[src/rtl/drbg_sequence_receiver.sv]
// Recovers a 48-bit sequence frame (preamble, 32-bit number, CRC-8) from one blanking line per field.
// Optional CRC checking is compiled in with `define DRBG_SEQ_RX_CRC_EN.
module drbg_sequence_receiver #(
    parameter int LINE_INDEX   = 10,
    parameter int PIXEL_OFFSET = 16,
    parameter int BIT_PIXELS   = 5,
    parameter int THRESHOLD    = 128,
    parameter int VALID_HOLD   = 4
) (
    input  logic        clk,
    input  logic        reset,
    input  logic        field_start,
    input  logic        line_start,
    input  logic        pixel_valid,
    input  logic [7:0]  pixel_data,
    output logic [31:0] sequence_external,
    output logic        sequence_external_valid,
    output logic        rx_error,
    output logic [15:0] error_count
);

    typedef enum logic [3:0] {
        IDLE, LINE_WAIT, SKIP, PREAMBLE, DATA, CRC, CHECK, PUBLISH, FAIL
    } state_t;

    state_t      state;
    logic [9:0]  line_cnt;
    logic [9:0]  line_next;
    logic [15:0] skip_cnt;
    logic [7:0]  pix_cnt;
    logic [7:0]  vote_cnt;
    logic [7:0]  votes_total;
    logic [5:0]  bit_cnt;
    logic [31:0] shift;
    logic [31:0] shift_next;
    logic [31:0] data_reg;
    logic [15:0] hold_cnt;
    logic        hold_gap;
    logic        vote;
    logic        bit_done;
    logic        bit_value;
    logic        collecting;
    logic        abort;
    logic        truncate;
    logic        crc_ok;

    function automatic logic [15:0] sat_inc(input logic [15:0] v);
        return (v == 16'hFFFF) ? v : v + 16'd1;
    endfunction

    always_comb begin
        line_next = line_cnt;
        if (field_start)
            line_next = 10'd0;
        else if (line_start && line_cnt != 10'd1023)
            line_next = line_cnt + 10'd1;

        vote        = ({1'b0, pixel_data} >= 9'(THRESHOLD));
        votes_total = vote_cnt + {7'd0, vote};
        bit_done    = pixel_valid && (pix_cnt == 8'(BIT_PIXELS - 1));
        bit_value   = ({votes_total, 1'b0} > 9'(BIT_PIXELS));
        shift_next  = {shift[30:0], bit_value};

        collecting = (state inside {SKIP, PREAMBLE, DATA, CRC});
        // field_start outranks line_start; PUBLISH/FAIL always finish their single cycle
        abort      = field_start && (state != PUBLISH) && (state != FAIL);
        truncate   = line_start && collecting;
    end

`ifdef DRBG_SEQ_RX_CRC_EN
    logic [7:0] crc_calc;
    logic [7:0] crc_step;

    // Bit-serial CRC-8, polynomial 0x07, MSB first over the 32 data bits
    always_comb begin
        crc_step = {crc_calc[6:0], 1'b0} ^ ((crc_calc[7] ^ bit_value) ? 8'h07 : 8'h00);
    end

    always_ff @(posedge clk) begin
        if (reset || state == PREAMBLE)
            crc_calc <= 8'h00;
        else if (state == DATA && bit_done)
            crc_calc <= crc_step;
    end

    // After all 48 bits the received CRC byte sits in the low byte of the shifter
    assign crc_ok = (shift[7:0] == crc_calc);
`else
    assign crc_ok = 1'b1;
`endif

    always_ff @(posedge clk) begin
        if (reset) begin
            state                   <= IDLE;
            line_cnt                <= 10'd0;
            skip_cnt                <= 16'd0;
            pix_cnt                 <= 8'd0;
            vote_cnt                <= 8'd0;
            bit_cnt                 <= 6'd0;
            shift                   <= 32'd0;
            data_reg                <= 32'd0;
            sequence_external       <= 32'd0;
            sequence_external_valid <= 1'b0;
            hold_cnt                <= 16'd0;
            hold_gap                <= 1'b0;
            rx_error                <= 1'b0;
            error_count             <= 16'd0;
        end else begin
            line_cnt <= line_next;
            rx_error <= 1'b0;

            // A publish during an active hold leaves one low cycle before re-raising
            if (hold_gap) begin
                hold_gap                <= 1'b0;
                sequence_external_valid <= 1'b1;
                hold_cnt                <= 16'(VALID_HOLD);
            end else if (sequence_external_valid) begin
                if (hold_cnt <= 16'd1)
                    sequence_external_valid <= 1'b0;
                else
                    hold_cnt <= hold_cnt - 16'd1;
            end

            if (abort) begin
                state <= LINE_WAIT;
            end else if (truncate) begin
                state       <= FAIL;
                rx_error    <= 1'b1;
                error_count <= sat_inc(error_count);
            end else begin
                case (state)
                    IDLE: state <= IDLE;
                    LINE_WAIT: begin
                        if (line_start && line_next == 10'(LINE_INDEX)) begin
                            state    <= SKIP;
                            skip_cnt <= 16'd0;
                        end
                    end
                    SKIP: begin
                        if (pixel_valid) begin
                            if (skip_cnt == 16'(PIXEL_OFFSET - 1)) begin
                                state    <= PREAMBLE;
                                pix_cnt  <= 8'd0;
                                vote_cnt <= 8'd0;
                                bit_cnt  <= 6'd0;
                            end else begin
                                skip_cnt <= skip_cnt + 16'd1;
                            end
                        end
                    end
                    PREAMBLE, DATA, CRC: begin
                        if (bit_done) begin
                            pix_cnt  <= 8'd0;
                            vote_cnt <= 8'd0;
                            shift    <= shift_next;
                            bit_cnt  <= bit_cnt + 6'd1;
                            // bit_cnt runs 0..47 across the whole frame
                            if (state == PREAMBLE && bit_cnt == 6'd7) begin
                                if (shift_next[7:0] == 8'hB4) begin
                                    state <= DATA;
                                end else begin
                                    state       <= FAIL;
                                    rx_error    <= 1'b1;
                                    error_count <= sat_inc(error_count);
                                end
                            end else if (state == DATA && bit_cnt == 6'd39) begin
                                data_reg <= shift_next;
                                state    <= CRC;
                            end else if (state == CRC && bit_cnt == 6'd47) begin
                                state <= CHECK;
                            end
                        end else if (pixel_valid) begin
                            pix_cnt  <= pix_cnt + 8'd1;
                            vote_cnt <= votes_total;
                        end
                    end
                    CHECK: begin
                        if (crc_ok) begin
                            state <= PUBLISH;
                        end else begin
                            state       <= FAIL;
                            rx_error    <= 1'b1;
                            error_count <= sat_inc(error_count);
                        end
                    end
                    PUBLISH: begin
                        state             <= IDLE;
                        sequence_external <= data_reg;
                        if (sequence_external_valid) begin
                            sequence_external_valid <= 1'b0;
                            hold_gap                <= 1'b1;
                        end else begin
                            sequence_external_valid <= 1'b1;
                            hold_cnt                <= 16'(VALID_HOLD);
                        end
                    end
                    FAIL:    state <= IDLE;
                    default: state <= IDLE;
                endcase
            end
        end
    end

endmodule

[config.mk]
export PLATFORM = sky130hd
export DESIGN_NAME = drbg_sequence_receiver
export DESIGN_NICKNAME = d
export VERILOG_FILES = /design/src/rtl/drbg_sequence_receiver.sv
export SDC_FILE = /design/constraint.sdc
export NUM_CORES = 1
export LEC_CHECK = 0
export ABC_AREA = 1
export BUFFER_PORTS_ARGS = -buffer_cell sky130_fd_sc_hd__buf_4
export CELL_PAD_IN_SITES_DETAIL_PLACEMENT = 0
export CELL_PAD_IN_SITES_GLOBAL_PLACEMENT = 1
export CORE_UTILIZATION = 49
export CTS_BUF_LIST = sky130_fd_sc_hd__clkbuf_8
export CTS_CLUSTER_SIZE = 24
export DETAILED_ROUTE_END_ITERATION = 6
export PLACE_DENSITY = 0.95
export SYNTH_ARGS = -nofsm -noshare
export SYNTH_HDL_FRONTEND = slang
export SYNTH_SLANG_ARGS = --single-unit
[constraint.sdc]
create_clock -name clk -period 5.5 [get_ports clk]
set_input_delay 0.825 -clock clk [delete_from_list [all_inputs] [get_ports clk]]
set_output_delay 0.825 -clock clk [all_outputs]
set_load 0.005 [all_outputs]
Yosys cells after proc, flatten, opt, wreduce, memory -nomap -nowiden --
Index checks and enable logic that the tools add are counted.
Word-level totals: input bits 13, output and inout bits 50, word-level logic and storage cells 150, register bits after elaboration 182
Operators by class: mux-type cells 55, reductions and logical operators 29, equality and inequality tests 36, bitwise operators 4, order comparisons 3, add/subtract/negate cells 7
Operator list (number):
- 16-bit two-way mux | 16
- 8-bit two-way mux | 6
- 4-bit two-way mux | 9
- 16-bit by 1-bit adder with 16-bit output (second input constant) | 2
- 16-bit one-hot mux with 2 select lines | 1
- 8-bit one-hot mux with 2 select lines | 2
- 6-bit AND reduction | 4
- 10-bit two-way mux | 2
- 4-bit != test (second input constant) | 5
- 5-bit AND reduction | 4
- 6-bit two-way mux | 3
- 16-bit == test (second input constant) | 1
- 16-bit by 4-bit == test with 1-bit output (second input constant) | 1
- 4-bit by 3-bit == test with 1-bit output (second input constant) | 4
- 16-bit by 1-bit less-or-equal comparator with 1-bit output (second input constant) | 1
- 4-bit one-hot mux with 4 select lines | 1
- 16-bit by 1-bit subtractor with 16-bit output (second input constant) | 1
- 1-bit two-way mux | 14
- 6-bit == test (second input constant) | 2
- 3-bit != test (second input constant) | 4
- 6-bit one-hot mux with 2 select lines | 1
- 10-bit by 1-bit adder with 10-bit output (second input constant) | 1
- 10-bit by 4-bit == test with 1-bit output (second input constant) | 1
- 10-bit != test (second input constant) | 1
- other kinds (25) | 47

Depth between registers and ports, before layout --
depth in word-level cells 10, gate-level depth with buffers 18, mapped depth without buffers 18

Worst setup path before layout --
Ideal clock, no wire load.
kind in2reg, start input pixel_data[7], end register error_count[4], path slack 2.829 ns, cell stages on the path 13, library setup time 0.132 ns, arrival 2.539 ns, path through ha_1 ha_1 xor2_1 or2_2 nor2_1 nand4_1 nand3_1 nand2_1 nand2_1 inv_1 buf_2 nand2_1 a21oi_1
On the way: word-level cells in the longest chain between the ends 6
Ends and longest elaborated chain:
- from (decl) | RTL line 15 | input logic [7:0] pixel_data,
- 8-bit greater-or-equal comparator | RTL line 58 | vote = ({1'b0, pixel_data} >= 9'(THRESHOLD));
- 8-bit by 1-bit adder with 8-bit output | RTL line 59 | votes_total = vote_cnt + {7'd0, vote};
- 9-bit by 3-bit > comparator with 1-bit output | RTL line 61 | bit_value = ({votes_total, 1'b0} > 9'(BIT_PIXELS));
- 8-bit == test | RTL line 159 | if (shift_next[7:0] == 8'hB4) begin
- 2-bit != test (no source line)
- 5-bit AND reduction (no source line)
- to (signal assigned) | RTL line 129 | error_count <= sat_inc(error_count);
- to (signal assigned) | RTL line 164 | error_count <= sat_inc(error_count);
- to (signal assigned) | RTL line 183 | error_count <= sat_inc(error_count);
- to (decl) | RTL line 19 | output logic [15:0] error_count
Every way passes these cells. A chain may end at the register's enable or synchronous reset.

Worst setup path in the final report --
start input pixel_data[7], end register error_count[5]
The elaborated chain is that of the path after synthesis.

==> out/metrics.csv <==
metric;value;unit
diodes;0;
tightest_slew;0.7756;ns
grt_max_degree;73;
cts_max_level;4;
critPathBufInv;2;
final_area;9044;um2
drc;0;
path_clk_slew;0.12;ns
root_buffer;clkbuf_8;
rsz0062_at_grt;no;
ir_worst_vdd;0.0001833;V
p_per_area;281.4;nW/um2
io_buffers;55;
dp_slack;1.883;ns
power.leakage;3.650;nW
grt_pass1_wl;28300;um
cp_data_required_time;5.91;ns
drt-pass1-iter-count;6;
critical_path_arrival;3.60;ns
placed_area;8630;um2
vias;7005;
worstSetupEndpointType;register;
cts_buffers;17;
final_hold_viol_count;0;
num_rows;46;
min_period;3.182;ns
cts_buffer_depth;2;
initial_core_util;50.57;%
drive_gt1_share;11.29;%
first_global_vias;6208;
postCtsHoldBufs;0;
mostFrequentLayoutCells;dfxtp_1, nor2_1, nand2_1;
path_max_fanout;18;
cts_tree;done;
synth_nets;1144;
core_area;16000;um2
finalWirelength;16640;um
postRouteAntennaNets;0;
fin_ws;2.318;ns
holdWs;0.4504;ns
routabilityCongestion;0.8461;
n_fill_cell;1569;
cts_num_sinks;182;
worstSkewPairLatency;0.47;ns
routed_via_density;5.058;
nets;1179;
die_x;130.5;um
total_power;2.545;mW
yosysSeqAreaShare;45.03;%
postCtsSetupBuffers;0;
crit_family;simple AND/OR/NAND/NOR gates;
first_iter_violations;447;
critPathMaxStageDelay;0.45;ns
timing.fmax;314.3;MHz
cpMaxStageDelayCell;nand2_1;
mappedNetlistArea;8092;um2
cpMostUsedCell;nand2_1;
areaGrowthSynthToFinish;11.77;%
dp_hpwl;11060;um
crit_type;in2reg;
setup_viol;0;
yosys_register_bits;182;
status;finished clean;
max_slew_margin;48.21;%
routedWlPerCell;12.01;um
grt_usage;20.64;%
fin_setup_tns;0;ns
final_common_cell;dfxtp_1;
antenna_found_initial;0;
ios;63;
cp-start-kind;input pin;
yosys_warnings;0;
final.setup_skew;0.01759;ns
syn_area_per_cell;7.218;um2
syn_inst;1121;
postCtsResizedCells;0;
ys_types;43;
die_h;130.5;um
grt.overflow.total;0;
fin_crit_sh;57.85;%
crit_chain;buf_4 > ha_1 > ha_1 > xor2_1 > or2_2 > nor2_1 > nand4_1 > nand3_1 > nand2_1 > nand2_1 > inv_1 > nand3_1 > nand2_1 > a21oi_1;
maxSlewViolCount;0;
hold_path_class;reg2reg;
die_area;17030;um2
maxCapViolCount;0;
==> routing by layer <==
metal | global-route usage [%] | share of wire (%) | vias to the layer above
met5 | 0 | 0 | -
met1 | 28.04 | 50 | 3155
li1 | - | - | 3727
met2 | 33.18 | 46 | 114
met3 | 4.316 | 3.5 | 9
met4 | 5.747 | 0.90 | 0
==> worst reg2reg max path: cells and delay by family (launching register included) <==
family | cells | cell delay, ns
and+or+nand+nor | 8 | 1.54
xor gates and xnor gates | 1 | 0.15
DFF | 1 | 0.32
buffers and inverters | 1 | 0.40
adders and majority gates | 2 | 0.42
AOI/OAI and AO/OA | 1 | 0.14
==> layout make-up <==
| cell class | count | area [um2] | area share, % |
|---|---|---|---|
| clock buffers | 17 | 234.0 | 2.587 |
| clock inverters | 15 | 180.2 | 1.992 |
| inverters | 125 | 476.7 | 5.271 |
| multi-input cells | 771 | 3796 | 41.98 |
| flip-flops and latches | 182 | 3643 | 40.29 |
| well taps | 216 | 270.3 | 2.988 |
| repair buffers | 59 | 442.9 | 4.898 |
==> cell usage after synthesis, drive strengths merged <==
master  number  area, um2
nor3        36      200.2
a211oi       3      22.52
or2          2      12.52
nor3b        1      7.510
a221oi       2      17.52
o21ai      124      635.6
inv        124      468.0
xnor2        7      61.31
clkinv       1      8.760
nor4         4      25.02
ha          10      125.1
and3         4      25.02
a31oi        1      6.260
dfxtp      182       3643
o21bai       1      7.510
o221ai       1      8.760
o31ai        1      7.510
nand3b       1      7.510
nor2       180      721.9
a21boi       2      18.77
nand2      176      693.2
clkbuf      34      127.6
a21oi      122      610.6
nand4       13      81.33
buf          9      58.80
o21a         1      7.510
xor2        23      201.4
nand3       56      280.3
==> power breakdown <==
group	switching, mW	total, mW	leakage [nW]	internal, mW
combinational	0.186	0.264	1.99	0.0785
clock	0.566	0.916	0.198	0.349
sequential	0.0231	1.36	1.47	1.34
total	0.775	2.54	3.65	1.77
==> metrics by stage <==
stage          util (%)  instances
2_1_floorplan         -       1121
3_3_place_gp      53.93       1353
3_5_place_dp      53.93       1353
4_1_cts           56.52       1385
5_1_grt           56.52       1385
6_report          56.52       1385
==> path summary, 6_finish.rpt <==
| check | depth (start not counted) | startpoint | endpoint | slack, ns |
|---|---|---|---|---|
| worst min register to register | 2 | data_reg[29]$_SDFFE_PP0P_ | sequence_external[29]$_SDFFE_PP0P_ | 0.45 |
| worst min-delay path | 2 | data_reg[29]$_SDFFE_PP0P_ | sequence_external[29]$_SDFFE_PP0P_ | 0.45 |
| worst max-delay path | 14 | pixel_data[7] | error_count[5]$_SDFFE_PP0P_ | 2.32 |
| worst max register to register | 13 | vote_cnt[0]$_SDFFE_PP0P_ | error_count[5]$_SDFFE_PP0P_ | 2.48 |
==> cell families (layout without fill, tap and decap cells) <==
kind of cell               Yosys count  count (layout)  synth area share, %
xor gates and xnor gates            30              30                3.247
AOI/OAI and AO/OA                  258             258                16.59
adders and majority gates           10              10                1.546
DFF                                182             182                45.03
and+or+nand+nor                    473             473                25.39
buffers and inverters              168             216                8.195
Power figures use the tool's default switching activity.
